**config.mk**
```make
export PLATFORM = sky130hd
export DESIGN_NAME = booth_seq_ctrl
export DESIGN_NICKNAME = d
export VERILOG_FILES = /design/src/rtl/booth_pkg.sv /design/src/rtl/booth_addsub.sv /design/src/rtl/booth_seq_ctrl.sv
export SDC_FILE = /design/constraint.sdc
export NUM_CORES = 1
export LEC_CHECK = 0
export ABC_AREA = 1
export BUFFER_PORTS_ARGS = -buffer_cell sky130_fd_sc_hd__buf_2
export CAP_MARGIN = 25
export CORE_ASPECT_RATIO = 0.75
export CORE_MARGIN = 1.5
export CORE_UTILIZATION = 45
export CTS_CLUSTER_SIZE = 20
export DETAILED_ROUTE_END_ITERATION = 6
export PLACE_DENSITY = 0.83
export SLEW_MARGIN = 0
export SYNTH_ARGS = -nofsm -noshare
export SYNTH_HDL_FRONTEND = slang
export SYNTH_HIERARCHICAL = 1
export SYNTH_SLANG_ARGS = --single-unit
```
**constraint.sdc**
```tcl
create_clock -name clk -period 5.1 [get_ports clk]
set_input_delay 0.765 -clock clk [delete_from_list [all_inputs] [get_ports clk]]
set_output_delay 0.765 -clock clk [all_outputs]
set_load 0.05 [all_outputs]
```
**src/rtl/booth_pkg.sv**
```systemverilog
// Shared definitions for the Booth multiplier sequencing controller:
// default operand width, register op codes and controller states.
package booth_pkg;

  localparam int N_DEFAULT = 8;

  localparam logic [2:0] OP_HOLD = 3'd0;
  localparam logic [2:0] OP_LOAD = 3'd1;
  localparam logic [2:0] OP_ASR  = 3'd5;

  typedef enum logic [2:0] {
    IDLE,
    INIT,
    EVAL,
    SHIFT,
    DONE
  } state_t;

endpackage

```
**src/rtl/booth_addsub.sv**
```systemverilog
// Combinational N-bit wrapping adder/subtractor used for the A +/- M step
// of the Booth iteration; the carry out is intentionally discarded.
module booth_addsub #(
  parameter int N = 8
) (
  input  logic [N-1:0] a,
  input  logic [N-1:0] m,
  input  logic         sub,
  output logic [N-1:0] result
);

  assign result = sub ? (a - m) : (a + m);

endmodule

```
**src/rtl/booth_seq_ctrl.sv**
```systemverilog
// Sequencing controller for the shared {A, Q, Q-1} shift register of a
// signed Booth multiplier; fixed latency of 2N+2 cycles from start to done.
module booth_seq_ctrl
  import booth_pkg::*;
#(
  parameter int N = N_DEFAULT
) (
  input  logic           clk,
  input  logic           rst_n,
  input  logic           start,
  input  logic [N-1:0]   mcand,
  input  logic [N-1:0]   mplier,
  input  logic [2*N:0]   reg_out,
  output logic [2*N:0]   reg_in,
  output logic           reg_load,
  output logic [2:0]     reg_sel,
  output logic           busy,
  output logic           done,
  output logic           err,
  output logic [2*N-1:0] product
);

  localparam int CW = $clog2(N + 1);
  localparam logic [N-1:0] MCAND_MIN = {1'b1, {(N-1){1'b0}}};

  state_t        state_q, state_d;
  logic [CW-1:0] count_q, count_d;
  logic [N-1:0]  mcand_q, mcand_d;
  logic [N-1:0]  mplier_q, mplier_d;
  logic [N-1:0]  addsub_result;
  logic          mcand_is_min;

  // Negating the most negative multiplicand would overflow N bits, so it is
  // rejected with err instead of producing a wrong product.
  assign mcand_is_min = (mcand_q == MCAND_MIN);
  assign product      = reg_out[2*N:1];

  booth_addsub #(.N(N)) u_addsub (
    .a      (reg_out[2*N:N+1]),
    .m      (mcand_q),
    .sub    (reg_out[1]),
    .result (addsub_result)
  );

  always_ff @(posedge clk or negedge rst_n) begin
    if (!rst_n) begin
      state_q  <= IDLE;
      count_q  <= '0;
      mcand_q  <= '0;
      mplier_q <= '0;
    end else begin
      state_q  <= state_d;
      count_q  <= count_d;
      mcand_q  <= mcand_d;
      mplier_q <= mplier_d;
    end
  end

  always_comb begin
    state_d  = state_q;
    count_d  = count_q;
    mcand_d  = mcand_q;
    mplier_d = mplier_q;
    reg_in   = '0;
    reg_load = 1'b0;
    reg_sel  = OP_HOLD;
    busy     = 1'b0;
    done     = 1'b0;
    err      = 1'b0;

    case (state_q)
      IDLE: begin
        if (start) begin
          state_d  = INIT;
          mcand_d  = mcand;
          mplier_d = mplier;
          count_d  = '0;
        end
      end

      INIT: begin
        busy     = 1'b1;
        reg_load = 1'b1;
        reg_sel  = OP_LOAD;
        if (mcand_is_min) begin
          state_d = DONE;
        end else begin
          reg_in  = {{N{1'b0}}, mplier_q, 1'b0};
          state_d = EVAL;
        end
      end

      // Q0/Q-1 = 01 adds M, 10 subtracts M, 00/11 leave the register alone.
      EVAL: begin
        busy = 1'b1;
        if (reg_out[1] ^ reg_out[0]) begin
          reg_load = 1'b1;
          reg_sel  = OP_LOAD;
          reg_in   = {addsub_result, reg_out[N:0]};
        end
        state_d = SHIFT;
      end

      SHIFT: begin
        busy     = 1'b1;
        reg_load = 1'b1;
        reg_sel  = OP_ASR;
        count_d  = count_q + CW'(1);
        state_d  = (count_d == CW'(N)) ? DONE : EVAL;
      end

      DONE: begin
        done    = 1'b1;
        err     = mcand_is_min;
        state_d = IDLE;
      end

      default: state_d = IDLE;
    endcase
  end

endmodule

```
# After elaboration in Yosys (flattened, before gate mapping)

Cells that the tools add are included.
Widths: inputs -> output; s select.

Output and inout port bits: 40
Input port bits: 36
Logic and storage cells: 38
Bits in registers: 23

Bitwise logic cells: 1
Reductions and logical operators: 6
Eq/ne operators: 7
$add $sub $neg: 3
Muxes and demuxes: 17

Operator list:

| cell                | number |
|---|---|
| $pmux 17 s2         | 1 |
| $mux 17             | 1 |
| $pmux 3 s4          | 1 |
| $mux 3              | 3 |
| $mux 9              | 1 |
| $pmux 3 s3          | 1 |
| $add 8x8->8         | 1 |
| $eq 8x8->1 const B  | 1 |
| $mux 8              | 1 |
| $pmux 4 s2          | 1 |
| $sub 8x8->8         | 1 |
| $eq 3x2->1 const B  | 2 |
| $mux 1              | 5 |
| $add 4x1->4 const B | 1 |
| $eq 4x4->1 const B  | 1 |
| $mux 4              | 1 |
| $reduce_and 2->1    | 2 |
| $eq 3x1->1 const B  | 1 |
| $eq 3x3->1 const B  | 1 |
| $logic_not 3->1     | 1 |
| $reduce_or 3->1     | 1 |
| $ne 2x2->1 const B  | 1 |
| $pmux 1 s2          | 1 |
| $reduce_bool 2->1   | 1 |
| other kinds (2)     | 2 |

# Logic depth before layout (Yosys ltp)

Gate-level depths: netlist of the first run.

Depth after elaboration: 4
Depth in mapped cells: 18

# Modules after synthesis

Netlist of the first run, hierarchy kept.

By module, submodules not included:

| module         | times used | area an instance (um^2) | cells an instance |
|---|---|---|---|
| booth_seq_ctrl | 1          | 1423.9                  | 189 |
| booth_addsub   | 1          | 513.0                   | 90 |

# Worst setup path after synthesis of the first run

No wires, ideal clock.

Path type: input -> output
From: input port reg_out[0]
To: output port reg_in[2]
Data arrival time: 2.506 ns
Cell stages on the path: 5
Setup slack: 1.829 ns
Path buffers: 1
Data required time: 4.335 ns
Cell sequence: inv_1 ha_1 or2_1 buf_6 o21ai_0

Word-level cells in the longest chain between the ends: 3

Ends and longest elaborated chain:

| item        | line                 | source |
|---|---|---|
| from (decl) | booth_seq_ctrl.sv:13 | `input logic [2*N:0] reg_out,` |
| $xor 1x1->1 | booth_seq_ctrl.sv:96 | `if (reg_out[1] ^ reg_out[0]) begin` |
| $mux 17     | booth_seq_ctrl.sv:96 |  |
| $pmux 17 s2 | booth_seq_ctrl.sv:71 | `case (state_q)` |
| to (decl)   | booth_seq_ctrl.sv:14 | `output logic [2*N:0] reg_in,` |

No other way between the ends.

# Final worst setup path of the first run

From: register mcand_q[0]
To: output port reg_in[16]

Word-level cells in the longest chain between the ends: 4
Elaborated cells between the ends (all ways): 5
Classes of those cells: add/sub (2); mux (3)

Ends and longest elaborated chain:

| item                                       | line                 | source |
|---|---|---|
| from (decl)                                | booth_seq_ctrl.sv:28 | `logic [N-1:0] mcand_q, mcand_d;` |
| from (signal assigned)                     | booth_seq_ctrl.sv:54 | `mcand_q <= mcand_d;` |
| $add 8x8->8 or $sub 8x8->8 (tied branches) | booth_addsub.sv:12   | `assign result = sub ? (a - m) : (a + m);` |
| $mux 8 *                                   | booth_addsub.sv:12   |  |
| via addsub_result[7]                       | booth_seq_ctrl.sv:30 | `logic [N-1:0] addsub_result;` |
| $mux 17 *                                  | booth_seq_ctrl.sv:96 |  |
| $pmux 17 s2 *                              | booth_seq_ctrl.sv:71 |  |

The timed path passes the listed nets; every way through them passes the cells marked *.

==> metrics.yaml, run 1 <==
power_density_nw_per_um2: 597
final.min_clock_period_ns: 3.53
hold_violations: 0
fillers: 404
drtIter0Drc: 54
finalMaxSlewViolations: 0
netlist_area_um2: 1940
reg2reg_depth: 4
routed_wl_um: 4000
critPathKind: "flip-flop to output port"
worstSkewPairLatency_ns: 0.26
async_flop_share_pct: 100
drtAntennaViolNets: 0
initial_core_util_pct: 47.5
critPathRequiredTime_ns: 4.34
grt_first_pass_wirelength_um: 6830
grt_pass1_vias: 1586
syn_inst: 279
h-tree-depth: 1
io_buffers: 74
fmax_mhz: 283
yosys-top-cells-area: "dfrtp_1, inv_1, nand2_1, ha_1, nand3_1"
core_area_um2: 4080
fin_crit_sh_pct: 69.3
status: "completed"
synth_seq_area_share_pct: 29.7
hold_buffers: 0
final-setup-viol-count: 0
clockBufferDepth: 2
critPathLaunch: "mcand_q[0]"
fp.dieArea_um2: 4710
die_h_um: 59.8
clockPowerShare_pct: 8.1
syn_to_final_growth_pct: 16.0
cpMaxStageDelayCell: "dfrtp_1"
drcViolationCount: 0
ys_warn_count: 6
synth.most_common_cell: "inv_1"
p_leak_nw: 1.37
cts_resized: 0
vias: 1816
r2r_setup_slack_ns: 3.45
hold-worst-slack_ns: 0.457
worst-endpoint-arrival_ns: 2.77
track_usage_pct: 18.3
synth_cell_types: 30
max_stage_delay_ns: 0.40
cts_setup_buffers: 0
maxCapViolations: 0
synth.net_count: 327
r2r-start: "state_q[1]"
cts_buffers: 3
ys_seq_elements: 23
intPower_uw: 584
cp_top_family: "simple AND/OR/NAND/NOR gates"
finalNonFillerCells: 390
drive_above_1_share_pct: 28.4
fin_area_um2: 2250
regToRegEndpoint: "count_q[0]"
cp_common_cell: "inv_1"
io-pin-count: 76
power_frac_comb_pct: 66.8
synth_area_per_cell_um2: 6.94
cts-root-buf: "clkbuf_8"
place_area_um2: 2200
startpoint_type: "flip-flop"
endpoint: "reg_in[16]"
crit_chain: "inv_1 -> ha_1 -> inv_1 -> nor2_1 -> nand3b_1 -> nand2_1 -> xnor2_1 -> inv_1 -> ha_1 -> a21oi_1 -> nand2_1 -> a21oi_1 -> nand3_1 -> nand2_1 -> inv_1 -> nor2_2 -> buf_2"
synth_area_leader_cell: "dfrtp_1"
nets: 384
skew_ns: 0.00403
crit_fanout: 4
endpoint_kind: "output port"
worst-path-buf-inv: 5
dp_hpwl_um: 3220
synth_edf_count: 0
gpl.final_weighted_congestion: 0.804
max_slew_margin_pct: 50.7
switching_power_uw: 757
cts_tree: "yes"
drtPass1Iterations: 4
cts_sinks: 23
vias_per_cell: 4.66
synth_top_cell_area_share_pct: 29.7
overflow: 0
cp.depth: 17
die_width_um: 78.8
antennaDiodeCount: 0
power_mw: 1.34
worstMarginPinSlew_ns: 0.740
synth_flop_cell: "dfrtp_1"
hold_path_class: "input pin to asynchronous set/reset pin"
switching_share_pct: 56.4
antenna_found_initial: 0
grt_max_degree: 37
synthTopCellsByCount: "inv_1, nand2_1, nand3_1, dfrtp_1, nor2_1"
peakVddDrop_mv: 0.220
power_frac_seq_pct: 25.2
grt_setup_unrepaired: "no"
fin_tns_setup_ns: 0
clk_pin_slew_ns: 0.08
rows: 20
wire_per_inst_um: 10.3
placed_cells: 386
## routing by layer
metal | share of wire (%) | global-route usage, % | wire, µm | vias up
met2 | 45 | 30.0 | 1790 | 38
li1 | - | - | - | 967
met3 | 5.0 | 3.21 | 199 | 2
met4 | 0.52 | 3.83 | 21 | 0
met5 | 0 | 0 | 0 | -
met1 | 50 | 25.4 | 2000 | 809
## kinds of logic after synthesis
group                      share of synthesized area (%)
DFF                                                 29.7
xor gates and xnor gates                            3.62
buffers and inverters                               20.4
adders and majority gates                           8.14
other                                              0.194
AOI/OAI and AO/OA                                   9.75
and+or+nand+nor                                     28.2
## sequential cells by signal (all words and copies together) (netlist names)
| signal | cells |
|---|---|
| count_q | 4 |
| mcand_q | 8 |
| mplier_q | 8 |
| state_q | 3 |
## stage by stage
stage | setup WS (ns) | utilization (%)
after floorplan | 1.83 | -
after detailed placement | 1.68 | 54.0
after global placement | 1.75 | 54.0
final | 1.57 | 55.1
after CTS | 1.57 | 55.1
after global routing | 1.19 | 55.1
## how the worst min path moves through the flow
stage,to,slack (ns),cells after the start
2_1_floorplan,mplier_q[1],0.45,2
5_1_grt,mplier_q[4],0.49,1
3_3_place_gp,mplier_q[1],0.47,2
6_report,mplier_q[4],0.46,1
4_1_cts,mplier_q[4],0.47,1
3_5_place_dp,mplier_q[2],0.48,2
## power by group through the flow
stage | clock network, mW | logic, mW | registers, mW
2_1_floorplan | 0 | 0.755 | 0.322
3_3_place_gp | 0 | 0.874 | 0.336
3_5_place_dp | 0 | 0.899 | 0.339
4_1_cts | 0.112 | 0.902 | 0.336
5_1_grt | 0.120 | 1.00 | 0.351
6_report | 0.108 | 0.896 | 0.337
## layout by cell type, fill, tap and decap left out
cell      synthesis  routed
a21oi_1          12      12
a21oi_2           1       1
a22oi_1           1       1
buf_2             3      74
clkbuf_1          0       1
clkbuf_8          0       3
conb_1            1       1
dfrtp_1          23      23
fa_1              1       1
ha_1             11      11
inv_1            58      58
inv_2             1       1
nand2_1          51      51
nand2_2           2       2
nand3_1          26      26
nand3_2           2       2
nand3b_1          1       1
nand4_1           3       3
nor2_1           19      19
nor2_2           10      10
nor2_4            1       1
nor3_1            1       1
o21ai_0          14      14
o21ai_1           7       7
o31ai_1           1       1
or2_1             1       1
or2_4             1       1
xnor2_1           1       1
xor2_1            7       7
## layout make-up
class / count / area (µm²) / share of cell area [%]
inverters: 59 / 221 / 9.86
flip-flops and latches: 23 / 576 / 25.6
multi-input cells: 175 / 966 / 43.0
clock buffers: 4 / 45.0 / 2.00
well taps: 55 / 68.8 / 3.06
repair buffers: 74 / 370 / 16.5
No activity file was read; power rests on OpenSTA's default activity.
==> inputs of run 2 (changes only) <==
--- a/config.mk
+++ b/config.mk
@@ -10,10 +10,10 @@
 export CAP_MARGIN = 25
 export CORE_ASPECT_RATIO = 0.75
 export CORE_MARGIN = 1.5
-export CORE_UTILIZATION = 45
+export CORE_UTILIZATION = 44
 export CTS_CLUSTER_SIZE = 20
 export DETAILED_ROUTE_END_ITERATION = 6
-export PLACE_DENSITY = 0.83
+export PLACE_DENSITY = 0.84
 export SLEW_MARGIN = 0
 export SYNTH_ARGS = -nofsm -noshare
 export SYNTH_HDL_FRONTEND = slang
==> constraint.sdc (replaced) <==
create_clock -name clk -period 3.1 [get_ports clk]
set_input_delay 0.465 -clock clk [delete_from_list [all_inputs] [get_ports clk]]
set_output_delay 0.465 -clock clk [all_outputs]
set_load 0.05 [all_outputs]
==> run 2 against run 1 <==
Compared with the run above: largest power group unchanged; design area rose by 6.8%; critical endpoint is now reg_in[14]; critical path depth down 2; non-clock buffer count grew 6; critical path type unchanged; largest cell class unchanged; combinational power is 89% higher; sequential cell count unchanged; first-iteration DRC count up 72%.
==> metrics.yaml, run 2 (synthesis gave the netlist of run 1 again) <==
fin_crit_sh_pct: 99.2
critPathKind: "flip-flop to output port"  # unchanged
vias: 1867  # was 1816
switching_power_mw: 1.34  # was 757 µW
cts_sinks: 23  # unchanged
utilization_pct: 58.2  # was 55.1%
final-setup-viol-count: 0  # unchanged
clockPowerShare_pct: 7.5  # was 8.1%
hold_violations: 0  # unchanged
drcViolationCount: 0  # unchanged
core_area_um2: 4130  # was 4080 µm²
initial_core_util_pct: 46.9  # was 47.5%
cts_tree: "yes"  # unchanged
vias_per_cell: 4.71  # was 4.66
hold-worst-slack_ns: 0.162  # was 0.457 ns
drtIter0Drc: 93  # was 54
crit_fanout: 4  # unchanged
grt_pass1_vias: 1567  # was 1586
fillers: 396  # was 404
worst-endpoint-arrival_ns: 2.61  # was 2.77 ns
startpoint_type: "flip-flop"  # unchanged
switching_share_pct: 55.2  # was 56.4%
io-pin-count: 76  # unchanged
power_frac_comb_pct: 69.4  # was 66.8%
cp_top_family: "simple AND/OR/NAND/NOR gates"  # unchanged
overflow: 0  # unchanged
cpMaxStageDelayCell: "dfrtp_1"  # unchanged
die_h_um: 60.5  # was 59.8 µm
clockBufferDepth: 2  # unchanged
crit_chain: "inv_2 -> ha_4 -> inv_2 -> nor2_4 -> nor2_1 -> a22oi_1 -> ha_1 -> a21oi_1 -> nand2_1 -> nand3_1 -> nand3_1 -> nand2_1 -> inv_1 -> nor2_2 -> buf_6"  # was inv_1 -> ha_1 -> inv_1 -> nor2_1 -> nand3b_1 -> nand2_1 -> xnor2_1 -> inv_1 -> ha_1 -> a21oi_1 -> nand2_1 -> a21oi_1 -> nand3_1 -> nand2_1 -> inv_1 -> nor2_2 -> buf_2
max_slew_margin_pct: 48.6  # was 50.7%
dp_hpwl_um: 3260  # was 3220 µm
power_density_nw_per_um2: 1010  # was 597 nW/µm²
antenna_found_initial: 0  # unchanged
track_usage_pct: 17.6  # was 18.3%
skew_ns: 0.00220  # was 0.00403 ns
mostFrequentLayoutCells: "buf_2, inv_1, nand2_1, nand3_1, dfrtp_1"  # unchanged
clk_pin_slew_ns: 0.08  # about the same
die_width_um: 79.6  # was 78.8 µm
intPower_mw: 1.09  # was 584 µW
cts-root-buf: "clkbuf_8"  # unchanged
grt_max_degree: 37  # unchanged
critPathRequiredTime_ns: 2.63  # was 4.34 ns
maxCapViolations: 0  # unchanged
drive_above_1_share_pct: 34.6  # was 28.4%
grt_first_pass_wirelength_um: 6670  # was 6830 µm
wire_per_inst_um: 11.3  # was 10.3 µm
max_stage_delay_ns: 0.41  # was 0.40 ns
io_buffers: 74  # unchanged
peakVddDrop_mv: 0.438  # was 0.220 mV
endpoint_kind: "output port"  # unchanged
h-tree-depth: 1  # unchanged
worst-path-buf-inv: 4  # was 5
final.min_clock_period_ns: 3.08
p_leak_nw: 1.40  # was 1.37 nW
hold_path_class: "input pin to asynchronous set/reset pin"  # unchanged
worstSkewPairLatency_ns: 0.26  # about the same
antennaDiodeCount: 0  # unchanged
syn_to_final_growth_pct: 24.0  # was 16.0%
gpl.final_weighted_congestion: 0.818  # was 0.804
status: "completed"  # unchanged
rows: 20  # unchanged
routed_wl_um: 4460  # was 4000 µm
finalMaxSlewViolations: 0  # unchanged
worstMarginPinSlew_ns: 0.771  # was 0.740 ns
fmax_mhz: 325
reg.largest.list: "mcand_q x8, mplier_q x8, count_q x4"  # unchanged
hold_buffers: 0  # unchanged
fp.dieArea_um2: 4810  # was 4710 µm²
drtPass1Iterations: 4  # unchanged
cts_buffers: 3  # unchanged
drtAntennaViolNets: 0  # unchanged
power_frac_seq_pct: 23.1  # was 25.2%
r2r_setup_slack_ns: 1.42  # was 3.45 ns
nets: 390  # was 384
layout_commonest_cell: "buf_2"  # unchanged
## run 2: changes by cell type in the layout (fill, tap and decap cells not counted), sizes merged
| cell | previous run | this run |
|---|---|---|
| buf | 74 | 80 |
## run 2: final timing paths
| check | start | endpoint | depth (start not counted) |
|---|---|---|---|
| max reg2reg | state_q[1] | mcand_q[4] | 4 |
| max | mcand_q[0] | reg_in[14] | 15 |
| max in group asynchronous | rst_n | mcand_q[2] | 1 |
| min | rst_n | mplier_q[6] | 1 |
| min in group clk | mplier[5] | mplier_q[5] | 3 |
| min reg2reg | mplier_q[6] | mplier_q[6] | 2 |
## run 2: worst register-to-register path, cell delays in order, from the launching register on
cell and delay (ns):
dfrtp_1 0.45, nor2_2 0.19, nand3_2 0.53, nor2_1 0.31, a21oi_1 0.06
## run 2: power groups by stage
stage / combinational [mW] / clock, mW / sequential (mW)
floorplan: 1.24 / 0 / 0.530
global placement: 1.44 / 0 / 0.554
detailed placement: 1.48 / 0 / 0.561
CTS: 1.49 / 0.188 / 0.556
global route: 1.85 / 0.199 / 0.582
finish: 1.69 / 0.183 / 0.562
## run 2: cell type report
type,instances,area (µm²),area share (%)
Tap cell,55,68.8,2.87
Multi-Input combinational cell,175,1050,43.9
Clock buffer,4,45.0,1.88
Inverter,59,221,9.22
Sequential cell,23,577,24.0
Timing Repair Buffer,80,434,18.1
## run 2: per-stage QoR
step	worst slack, ns	setup TNS, ns	power [mW]	instance area [µm²]	cells
CTS	0.000694	0	2.24	2260	390
detailed placement	0.220	0	2.04	2200	386
floorplan	0.334	0	1.77	1940	279
global route	-0.123	-0.259	2.64	2400	396
global placement	0.288	0	1.99	2200	386
finish	0.0233	0	2.43	2400	396
## run 2: metal layers
layer,wire length (µm),vias to the layer above,track usage [%]
met2,2270,44,31.7
li1,-,972,-
met5,0,-,0
met1,1990,847,22.4
met3,158,4,3.31
met4,44,0,4.01
## run 2: what timing repair did
action                                  in CTS  in global routing
hold endpoints to repair                     0                  0
resized for setup                            4                 24
pin swaps                                    0                  5
buffers inserted                             0                  6
endpoints found under the setup margin       2                  4
==> inputs of run 3 (changes only) <==
--- a/config.mk
+++ b/config.mk
@@ -14,6 +14,7 @@
 export CTS_CLUSTER_SIZE = 20
 export DETAILED_ROUTE_END_ITERATION = 6
 export PLACE_DENSITY = 0.84
+export RECOVER_POWER = 50
 export SLEW_MARGIN = 0
 export SYNTH_ARGS = -nofsm -noshare
 export SYNTH_HDL_FRONTEND = slang
==> run 3 against run 2 <==
Compared with the run above: sequential cell count is the same; global-route usage unchanged; wire length grew 0.67%; combinational power hardly changed; maximum frequency shrank 0.35%; cell count unchanged; die area is the same.
==> metrics.yaml, run 3 (synthesis gave the netlist of run 1 again) <==
worst-endpoint-arrival_ns: 2.62  # was 2.61 ns
r2r_setup_slack_ns: 1.44  # was 1.42 ns
multi_input_area_um2: 1050  # about the same
finalNonFillerCells: 396  # unchanged
antennaDiodeCount: 0  # unchanged
dp_hpwl_um: 3260  # unchanged
worstMarginPinSlew_ns: 1.19  # was 0.771 ns
cts_tree: "yes"  # unchanged
critPathLaunch: "mcand_q[0]"  # unchanged
max_stage_delay_ns: 0.41  # about the same
clk_pin_slew_ns: 0.08  # about the same
endpoint_kind: "output port"  # unchanged
overflow: 0  # unchanged
regToRegEndpoint: "mcand_q[4]"  # unchanged
drive_above_1_share_pct: 29.3  # was 34.6%
worstSkewPairLatency_ns: 0.26  # about the same
reg.largest.list: "mcand_q x8, mplier_q x8, count_q x4"  # unchanged
hold_violations: 0  # unchanged
mostFrequentLayoutCells: "inv_1, buf_2, nand2_1, nand3_1, dfrtp_1"  # was buf_2, inv_1, nand2_1, nand3_1, dfrtp_1
status: "completed"  # unchanged
io_buffers: 74  # unchanged
critPathRequiredTime_ns: 2.63  # about the same
initial_core_util_pct: 46.9  # unchanged
syn_to_final_growth_pct: 22.7  # was 24.0%
die_h_um: 60.5  # unchanged
seq_area_um2: 577  # unchanged
cp_top_family: "simple AND/OR/NAND/NOR gates"  # unchanged
rows: 20  # unchanged
final-setup-viol-count: 0  # unchanged
cts_sinks: 23  # unchanged
core_area_um2: 4130  # unchanged
fmax_mhz: 324  # was 325 MHz
cpMaxStageDelayCell: "dfrtp_1"  # unchanged
drtIter0Drc: 92  # was 93
power_mw: 2.43  # about the same
r2r-start: "state_q[1]"  # unchanged
cts_buffers: 3  # unchanged
vias_per_cell: 4.75  # was 4.71
grt_max_degree: 37  # unchanged
cp.depth: 15  # unchanged
drtAntennaViolNets: 0  # unchanged
placed_cells: 386  # unchanged
p_leak_nw: 1.35  # was 1.40 nW
cts-root-buf: "clkbuf_8"  # unchanged
fin_crit_sh_pct: 99.6  # was 99.2%
wire_per_inst_um: 11.3  # about the same
nets: 390  # unchanged
startpoint_type: "flip-flop"  # unchanged
hold_buffers: 0  # unchanged
vias: 1881  # was 1867
clockBufferDepth: 2  # unchanged
crit_fanout: 4  # unchanged
fp.dieArea_um2: 4810  # unchanged
layout_commonest_cell: "inv_1"  # was buf_2
final.min_clock_period_ns: 3.09  # was 3.08 ns
power_density_nw_per_um2: 1020  # was 1010 nW/µm²
grt_first_pass_wirelength_um: 6670  # unchanged
critPathKind: "flip-flop to output port"  # unchanged
io-pin-count: 76  # unchanged
die_width_um: 79.6  # unchanged
skew_ns: 0.00197  # was 0.00220 ns
grt_pass1_vias: 1567  # unchanged
routed_wl_um: 4490  # was 4460 µm
worst-path-buf-inv: 4  # unchanged
crit_chain: "inv_2 -> ha_4 -> inv_2 -> nor2_4 -> nor2_1 -> a22oi_1 -> ha_1 -> a21oi_1 -> nand2_1 -> nand3_1 -> nand3_1 -> nand2_1 -> inv_1 -> nor2_2 -> buf_6"  # unchanged
peakVddDrop_mv: 0.437  # was 0.438 mV
max_slew_margin_pct: 20.7  # was 48.6%
fillers: 407  # was 396
h-tree-depth: 1  # unchanged
drtPass1Iterations: 5  # was 4
drcViolationCount: 0  # unchanged
gpl.final_weighted_congestion: 0.818  # unchanged
reg2reg_depth: 4  # unchanged
maxCapViolations: 0  # unchanged
track_usage_pct: 17.6  # unchanged
finalMaxSlewViolations: 0  # unchanged
hold_path_class: "input pin to asynchronous set/reset pin"  # unchanged
antenna_found_initial: 0  # unchanged
==> run 3: cell types whose count changed in the layout (fill, tap and decap cells not counted), sizes merged <==
cell,before,now
buf,80,63
clkbuf,4,21
==> run 3: cell type report <==
| type | count | area share (%) |
|---|---|---|
| Tap cell | 55 | 2.89 |
| Timing Repair Buffer | 80 | 17.4 |
| Sequential cell | 23 | 24.3 |
| Clock buffer | 4 | 1.89 |
| Multi-Input combinational cell | 175 | 44.3 |
| Inverter | 59 | 9.32 |
==> run 3: power by group <==
part	internal, mW	switching (mW)
Clock	0.0916	0.0910
Combinational	0.559	1.12
Sequential	0.435	0.125
Total	1.09	1.34
==> run 3: how the worst max path moves through the flow <==
| stage | endpoint | slack (ns) |
|---|---|---|
| after floorplan | reg_in[16] | 0.33 |
| after global placement | reg_in[16] | 0.29 |
| after detailed placement | reg_in[16] | 0.22 |
| after CTS | reg_in[16] | 0.0007 |
| after global routing | reg_in[14] | -0.12 |
| final | reg_in[14] | 0.01 |
==> run 3: layer usage <==
| layer | up-vias | share of wire, % | global-route usage [%] |
|---|---|---|---|
| met3 | 8 | 4.1 | 3.31 |
| met5 | - | 0 | 0 |
| met2 | 59 | 50 | 31.7 |
| met1 | 844 | 44 | 22.4 |
| met4 | 0 | 1.3 | 4.01 |
| li1 | 970 | - | - |
==> run 3: timing repair <==
action                                  in CTS  in global routing
gates resized for setup                      4                 24
endpoints found under the hold margin        0                  0
endpoints found under the setup margin       2                  4
pin swaps                                    0                  5
setup buffers                                0                  6
gates cloned                                 0                  0
==> run 3: metrics by stage <==
stage / util (%) / hold WS, ns / TNS, ns / instance area (µm²) / setup slack, ns
global placement: 53.3 / 0.459 / 0 / 2200 / 0.288
CTS: 54.7 / 0.176 / 0 / 2260 / 0.000694
finish: 57.6 / 0.425 / 0 / 2380 / 0.0124
global route: 57.6 / 0.441 / -0.259 / 2380 / -0.123
detailed placement: 53.3 / 0.464 / 0 / 2200 / 0.220
floorplan: - / 0.169 / 0 / 1940 / 0.334
